<file path="src/rtl/alu_arbiter.sv">
// Two-port arbiter that time-shares one external combinational ALU. Define ALU_ARB_ROUND_ROBIN_EN for round-robin ties (default: port 0 priority).
// Accept in cycle N -> rsp_valid in N+2; new requests stall while busy, and the result is held until the winner's rsp_ready.
module alu_arbiter (
    input  logic        clk,
    input  logic        reset,
    input  logic        req_valid_0,
    input  logic        req_valid_1,
    output logic        req_ready_0,
    output logic        req_ready_1,
    input  logic [31:0] req_a_0,
    input  logic [31:0] req_b_0,
    input  logic [3:0]  req_op_0,
    input  logic [31:0] req_a_1,
    input  logic [31:0] req_b_1,
    input  logic [3:0]  req_op_1,
    output logic        rsp_valid_0,
    output logic        rsp_valid_1,
    input  logic        rsp_ready_0,
    input  logic        rsp_ready_1,
    output logic [31:0] rsp_result_0,
    output logic [31:0] rsp_result_1,
    output logic        rsp_zero_0,
    output logic        rsp_zero_1,
    output logic [31:0] alu_a,
    output logic [31:0] alu_b,
    output logic [3:0]  alu_op,
    input  logic [31:0] alu_result,
    input  logic        alu_zero,
    output logic        busy
);

    typedef enum logic [1:0] {IDLE, EXEC, RESP} state_t;

    state_t      state, state_nxt;
    logic [31:0] opa_q, opb_q, res_q;
    logic [3:0]  op_q;
    logic        zero_q;
    logic        last_grant;
    logic        win;
    logic        accept;

    // last_grant doubles as the owner of the in-flight operation.
    always_comb begin
`ifdef ALU_ARB_ROUND_ROBIN_EN
        if (req_valid_0 && req_valid_1)
            win = ~last_grant;
        else
            win = ~req_valid_0;
`else
        win = ~req_valid_0;
`endif
    end

    always_comb begin
        state_nxt   = state;
        accept      = 1'b0;
        req_ready_0 = 1'b0;
        req_ready_1 = 1'b0;
        rsp_valid_0 = 1'b0;
        rsp_valid_1 = 1'b0;
        case (state)
            IDLE: begin
                if ((req_valid_0 || req_valid_1) && !reset) begin
                    accept      = 1'b1;
                    req_ready_0 = ~win;
                    req_ready_1 = win;
                    state_nxt   = EXEC;
                end
            end
            EXEC: state_nxt = RESP;
            RESP: begin
                rsp_valid_0 = ~last_grant;
                rsp_valid_1 = last_grant;
                if (last_grant ? rsp_ready_1 : rsp_ready_0)
                    state_nxt = IDLE;
            end
            default: state_nxt = IDLE;
        endcase
    end

    always_ff @(posedge clk) begin
        if (reset) begin
            state      <= IDLE;
            opa_q      <= '0;
            opb_q      <= '0;
            op_q       <= '0;
            res_q      <= '0;
            zero_q     <= 1'b0;
            last_grant <= 1'b1;
        end else begin
            state <= state_nxt;
            if (accept) begin
                opa_q      <= win ? req_a_1  : req_a_0;
                opb_q      <= win ? req_b_1  : req_b_0;
                op_q       <= win ? req_op_1 : req_op_0;
                last_grant <= win;
            end
            if (state == EXEC) begin
                res_q  <= alu_result;
                zero_q <= alu_zero;
            end
        end
    end

    assign alu_a        = opa_q;
    assign alu_b        = opb_q;
    assign alu_op       = op_q;
    assign rsp_result_0 = res_q;
    assign rsp_result_1 = res_q;
    assign rsp_zero_0   = zero_q;
    assign rsp_zero_1   = zero_q;
    assign busy         = (state != IDLE);

endmodule

</file>
<file path="config.mk">
export PLATFORM = sky130hd
export DESIGN_NAME = alu_arbiter
export DESIGN_NICKNAME = d
export VERILOG_FILES = /design/src/rtl/alu_arbiter.sv
export SDC_FILE = /design/constraint.sdc
export NUM_CORES = 1
export LEC_CHECK = 0
export CAP_MARGIN = 10
export CELL_PAD_IN_SITES_DETAIL_PLACEMENT = 1
export CELL_PAD_IN_SITES_GLOBAL_PLACEMENT = 1
export CORE_MARGIN = 2
export CORE_UTILIZATION = 27
export DETAILED_ROUTE_END_ITERATION = 7
export PLACE_DENSITY = 0.9
export SLEW_MARGIN = 10
export SYNTH_ARGS = -nofsm -noshare
export SYNTH_HDL_FRONTEND = slang
export SYNTH_SLANG_ARGS = --single-unit
</file>
<file path="constraint.sdc">
create_clock -name clk -period 3.6 [get_ports clk]
set_input_delay 0.72 -clock clk [delete_from_list [all_inputs] [get_ports clk]]
set_output_delay 0.72 -clock clk [all_outputs]
set_load 0.03 [all_outputs]
</file>
; ---- Word level (Yosys, flattened, before mapping)
; Cells that the tools add are included.
[totals]
elab_cells = 34
output_inout_bits = 139
ff_bits = 104
[op_classes]
reduce_logical = 6
n_bitwise = 2
muxes = 15
eq_ne = 4
[ops]
columns = operator, n
row1 = $mux 32, 2
row2 = $mux 1, 9
row3 = $pmux 2 s3, 1
row4 = $mux 2, 2
row5 = $mux 4, 1
row6 = $ne 2x2->1 const B, 2
row7 = $eq 2x1->1 const B, 1
row8 = $eq 2x2->1 const B, 1
row9 = $logic_not 2->1, 1
row10 = $not 1->1, 2
row11 = $reduce_and 2->1, 1
row12 = $reduce_bool 2->1, 1
row13 = $logic_and 1x1->1, 1
row14 = $logic_not 1->1, 1
row15 = $logic_or 1x1->1, 1

; ---- Depth between registers and ports, before layout
[depth]
depth_word = 4
mapped_depth = 8

; ---- Least setup slack after synthesis
; OpenSTA, ideal clock, no wires.
[synth_path]
kind = in2out
startpoint = input port req_valid_0
endpoint = output port req_ready_0
arrival_ns = 2.070
slack_ns = 0.810
required_ns = 2.880
path_buffers = 2
stages = 3
cell_sequence = buf_2 > buf_1 > nor3b_1
[synth_via]
elab_chain_cells = 4
[synth_rtl]
columns = element, line_no
row1 = start: declaration, 6  ; input logic req_valid_0,
row2 = $logic_or 1x1->1, 63  ; if ((req_valid_0 || req_valid_1) && !reset) begin
row3 = $logic_and 1x1->1, 63
row4 = $mux 1 (*), 63
row5 = $mux 1 (*), 61  ; case (state)
row6 = end: declaration, 8  ; output logic req_ready_0,
; Mark *: on every way between the ends. The rest lies on a longest branch, timed or not.

; ---- Worst setup path in the final report
; Ends and elaborated chain as after synthesis.

==> impl_metrics.json <==
{
  "synth_top_area_frac": 0.442,
  "synth_area_leaders": "dfxtp_1 44%, mux2i_1 15%, a21oi_1 11%, a211oi_1 7.7%, nand2_1 5.3%",
  "numCtsBuffers": 9,
  "setup_viol": 0,
  "status": "finished clean",
  "yosysMostFrequentCell": "dfxtp_1",
  "crit_type": "in2out",
  "ys.flop_type": "dfxtp_1",
  "cts_sinks": 104,
  "drt_pass1_iterations": 4,
  "finClkSkew_ns": 0.00705,
  "path_cells": "buf_4 > nor3b_1 > clkdlybuf4s50_1",
  "synth_seq_cells": 104,
  "ys_seq_area_frac": 0.442,
  "synth_area_um2": 4710,
  "ctsHoldBuffers": 0,
  "worst-path-buf-inv": 2,
  "p_leak_uw": 0.00301,
  "path_max_fanout": 25,
  "start_util": 0.274,
  "hold_viol": 0,
  "final_net_count": 932,
  "ys_warn_count": 0,
  "cap_violations": 0,
  "die_y_um": 136,
  "grt_max_degree": 69,
  "final_max_slew_viol_count": 0,
  "ctsResizeCount": 0,
  "finalWeightedCongestion": 0.736,
  "fin_crit_ns": 2.85,
  "routed_wl_um": 17300,
  "endpoint": "req_ready_0",
  "end_kind": "primary output",
  "post-route-period-util": 0.792,
  "slew_headroom": 0.466,
  "synth_top_family_by_area": "compound AO/OA/AOI/OAI gates",
  "fmax_mhz": 351,
  "cts_setup_buffers": 0,
  "synthCells": 508,
  "cp.required_ns": 2.88,
  "critPathMaxStageDelay_ns": 0.71,
  "synth.net_count": 683,
  "cts.path.max_buffers": 2,
  "antenna_found_initial": 1,
  "core_um2": 17200,
  "post_drt_wl_per_cell_um": 17.6,
  "critPathSlowestCell": "clkdlybuf4s50_1",
  "num_vias": 4758,
  "r2r_setup_slack_ns": 1.44,
  "rsz0062_at_grt": "false",
  "p_switching_uw": 1160,
  "drive_gt1_frac": 0.0643,
  "synthMuxAreaShare": 0.147,
  "ios": 314,
  "clkTransAtPathRegs_ns": 0.07,
  "worst_pin_slew_ns": 0.801,
  "synth-async-reset-ratio": 0,
  "start_kind": "input port",
  "ir_worst_vdd_mv": 0.218,
  "vias_per_cell": 4.82,
  "core.rowCount": 48,
  "synth_fa_ha_area_frac": 0,
  "intPower_uw": 2460,
  "dr.first_iter.drc_count": 111,
  "finish.utilization": 0.469,
  "crit_family": "buffers and inverters",
  "hold_class": "reg2reg",
  "area_growth_syn_to_layout_pct": 71.0,
  "clkLatencyLatePin_ns": 0.34,
  "synth_compound_area_frac": 0.240,
  "dieArea_um2": 18500,
  "p_comb_frac": 0.335,
  "synth_commonest_cells": "104 x dfxtp_1, 102 x a21oi_1, 69 x mux2i_1",
  "r2r-start": "state[1]$_SDFFE_PP0P_",
  "yosys.area_share.simple": 0.0696,
  "die_w_um": 136,
  "grt_pass1_wl_um": 26500,
  "synth_edf_count": 0,
  "arrival_ns": 2.13,
  "track_usage": 0.185,
  "p_seq_frac": 0.375,
  "grt_pass1_vias": 5020,
  "r2r_end": "alu_a[16]$_SDFFE_PP0P_",
  "cellPowerDensity_nw_per_um2": 449,
  "drcViolationCount": 0,
  "cts_tree": "done",
  "swShare": 0.320,
  "clockPowerShare": 0.290,
  "synthXorXnorAreaFrac": 0,
  "cts-root-buf": "clkbuf_16",
  "diodes": 0,
  "portBuffers": 313,
  "grt_overflow": 0,
  "hpwl_um": 12900,
  "cp.depth": 3,
  "antenna_left": 0,
  "syn_area_per_cell_um2": 9.27,
  "setup.worst_path.start": "req_valid_0",
  "ys_types": 22,
  "setup-tns-final_ns": 0,
  "synth_top_area_cell": "dfxtp_1",
  "cts_htree_levels": 3,
  "worstRegToRegCells": 5
}
-- logic make-up after synthesis --
group	Yosys count
compound gates	171
buf+inv	85
flops	104
mux	69
simple gates	79
-- registers in the layout, summed over array words and instances, names as in the netlist --
signal        count
rsp_result_0     32
rsp_zero_0        1
last_grant        1
alu_b            32
state             2
alu_a            32
alu_op            4
-- stage by stage --
| stage | hold WS (ns) | worst slack (ns) | instances | total power, uW | instance area (um^2) |
|---|---|---|---|---|---|
| after floorplan | 0.499 | 0.810 | 508 | 2040 | 4710 |
| after global placement | 0.457 | 0.738 | 971 | 2580 | 7730 |
| after detailed placement | 0.467 | 0.754 | 971 | 2610 | 7730 |
| after CTS | 0.477 | 0.754 | 987 | 3670 | 8050 |
| after global routing | 0.498 | 0.678 | 987 | 3800 | 8050 |
| final | 0.475 | 0.750 | 987 | 3610 | 8050 |
-- layer usage --
| layer | global-route usage | vias to the layer above | wire length [um] |
|---|---|---|---|
| met5 | 0 | - | 0 |
| met3 | 0.0589 | 29 | 1520 |
| met1 | 0.202 | 2230 | 6760 |
| met4 | 0.0775 | 0 | 467 |
| li1 | - | 2274 | - |
| met2 | 0.329 | 225 | 8590 |
-- placed cells by master (no fill, tap or decap), types with 2 or more instances in the layout --
cell type / Yosys / routed
mux2i_1: 69 / 69
buf_4: 33 / 11
bufinv_16: 0 / 2
a21oi_1: 102 / 102
a211oi_2: 20 / 20
clkbuf_1: 37 / 3
dfxtp_1: 104 / 104
nand2_1: 67 / 67
clkdlybuf4s50_1: 0 / 310
clkbuf_16: 0 / 9
a211oi_1: 48 / 48
nor3b_1: 3 / 3
-- final cells by class --
| type | count | area (um^2) |
|---|---|---|
| Clock buffer | 13 | 250 |
| Clock inverter | 3 | 65.1 |
| Fill cell | 1963 | 9130 |
| Inverter | 1 | 3.75 |
| Multi-Input combinational cell | 319 | 2160 |
| Sequential cell | 104 | 2080 |
| Tap cell | 225 | 282 |
| Timing Repair Buffer | 322 | 3210 |
-- worst reg2reg max path, stage by stage (launching register included) --
cell,delay (ns)
dfxtp_1,0.38
nor2_4,0.18
buf_4,0.59
and2_2,0.35
buf_12,0.32
a211oi_1,0.20
-- power by group through the flow --
stage / clock network (uW) / logic (uW) / registers, uW
3_3_place_gp: 0 / 1210 / 1370
2_1_floorplan: 0 / 444 / 1600
4_1_cts: 1090 / 1230 / 1360
5_1_grt: 1130 / 1290 / 1370
3_5_place_dp: 0 / 1230 / 1380
6_report: 1050 / 1210 / 1350
-- how the worst min path moves through the flow --
stage,startpoint,to,slack (ns),cells past startpoint
floorplan,last_grant$_SDFFE_PP1P_,last_grant$_SDFFE_PP1P_,0.50,1
global placement,rsp_result_0[22]$_SDFFE_PP0N_,rsp_result_0[22]$_SDFFE_PP0N_,0.46,2
detailed placement,rsp_result_0[3]$_SDFFE_PP0N_,rsp_result_0[3]$_SDFFE_PP0N_,0.47,2
CTS,rsp_result_0[3]$_SDFFE_PP0N_,rsp_result_0[3]$_SDFFE_PP0N_,0.48,2
global route,rsp_result_0[3]$_SDFFE_PP0N_,rsp_result_0[3]$_SDFFE_PP0N_,0.50,2
finish,rsp_result_0[4]$_SDFFE_PP0N_,rsp_result_0[4]$_SDFFE_PP0N_,0.48,2
Power figures use the tool's default switching activity.
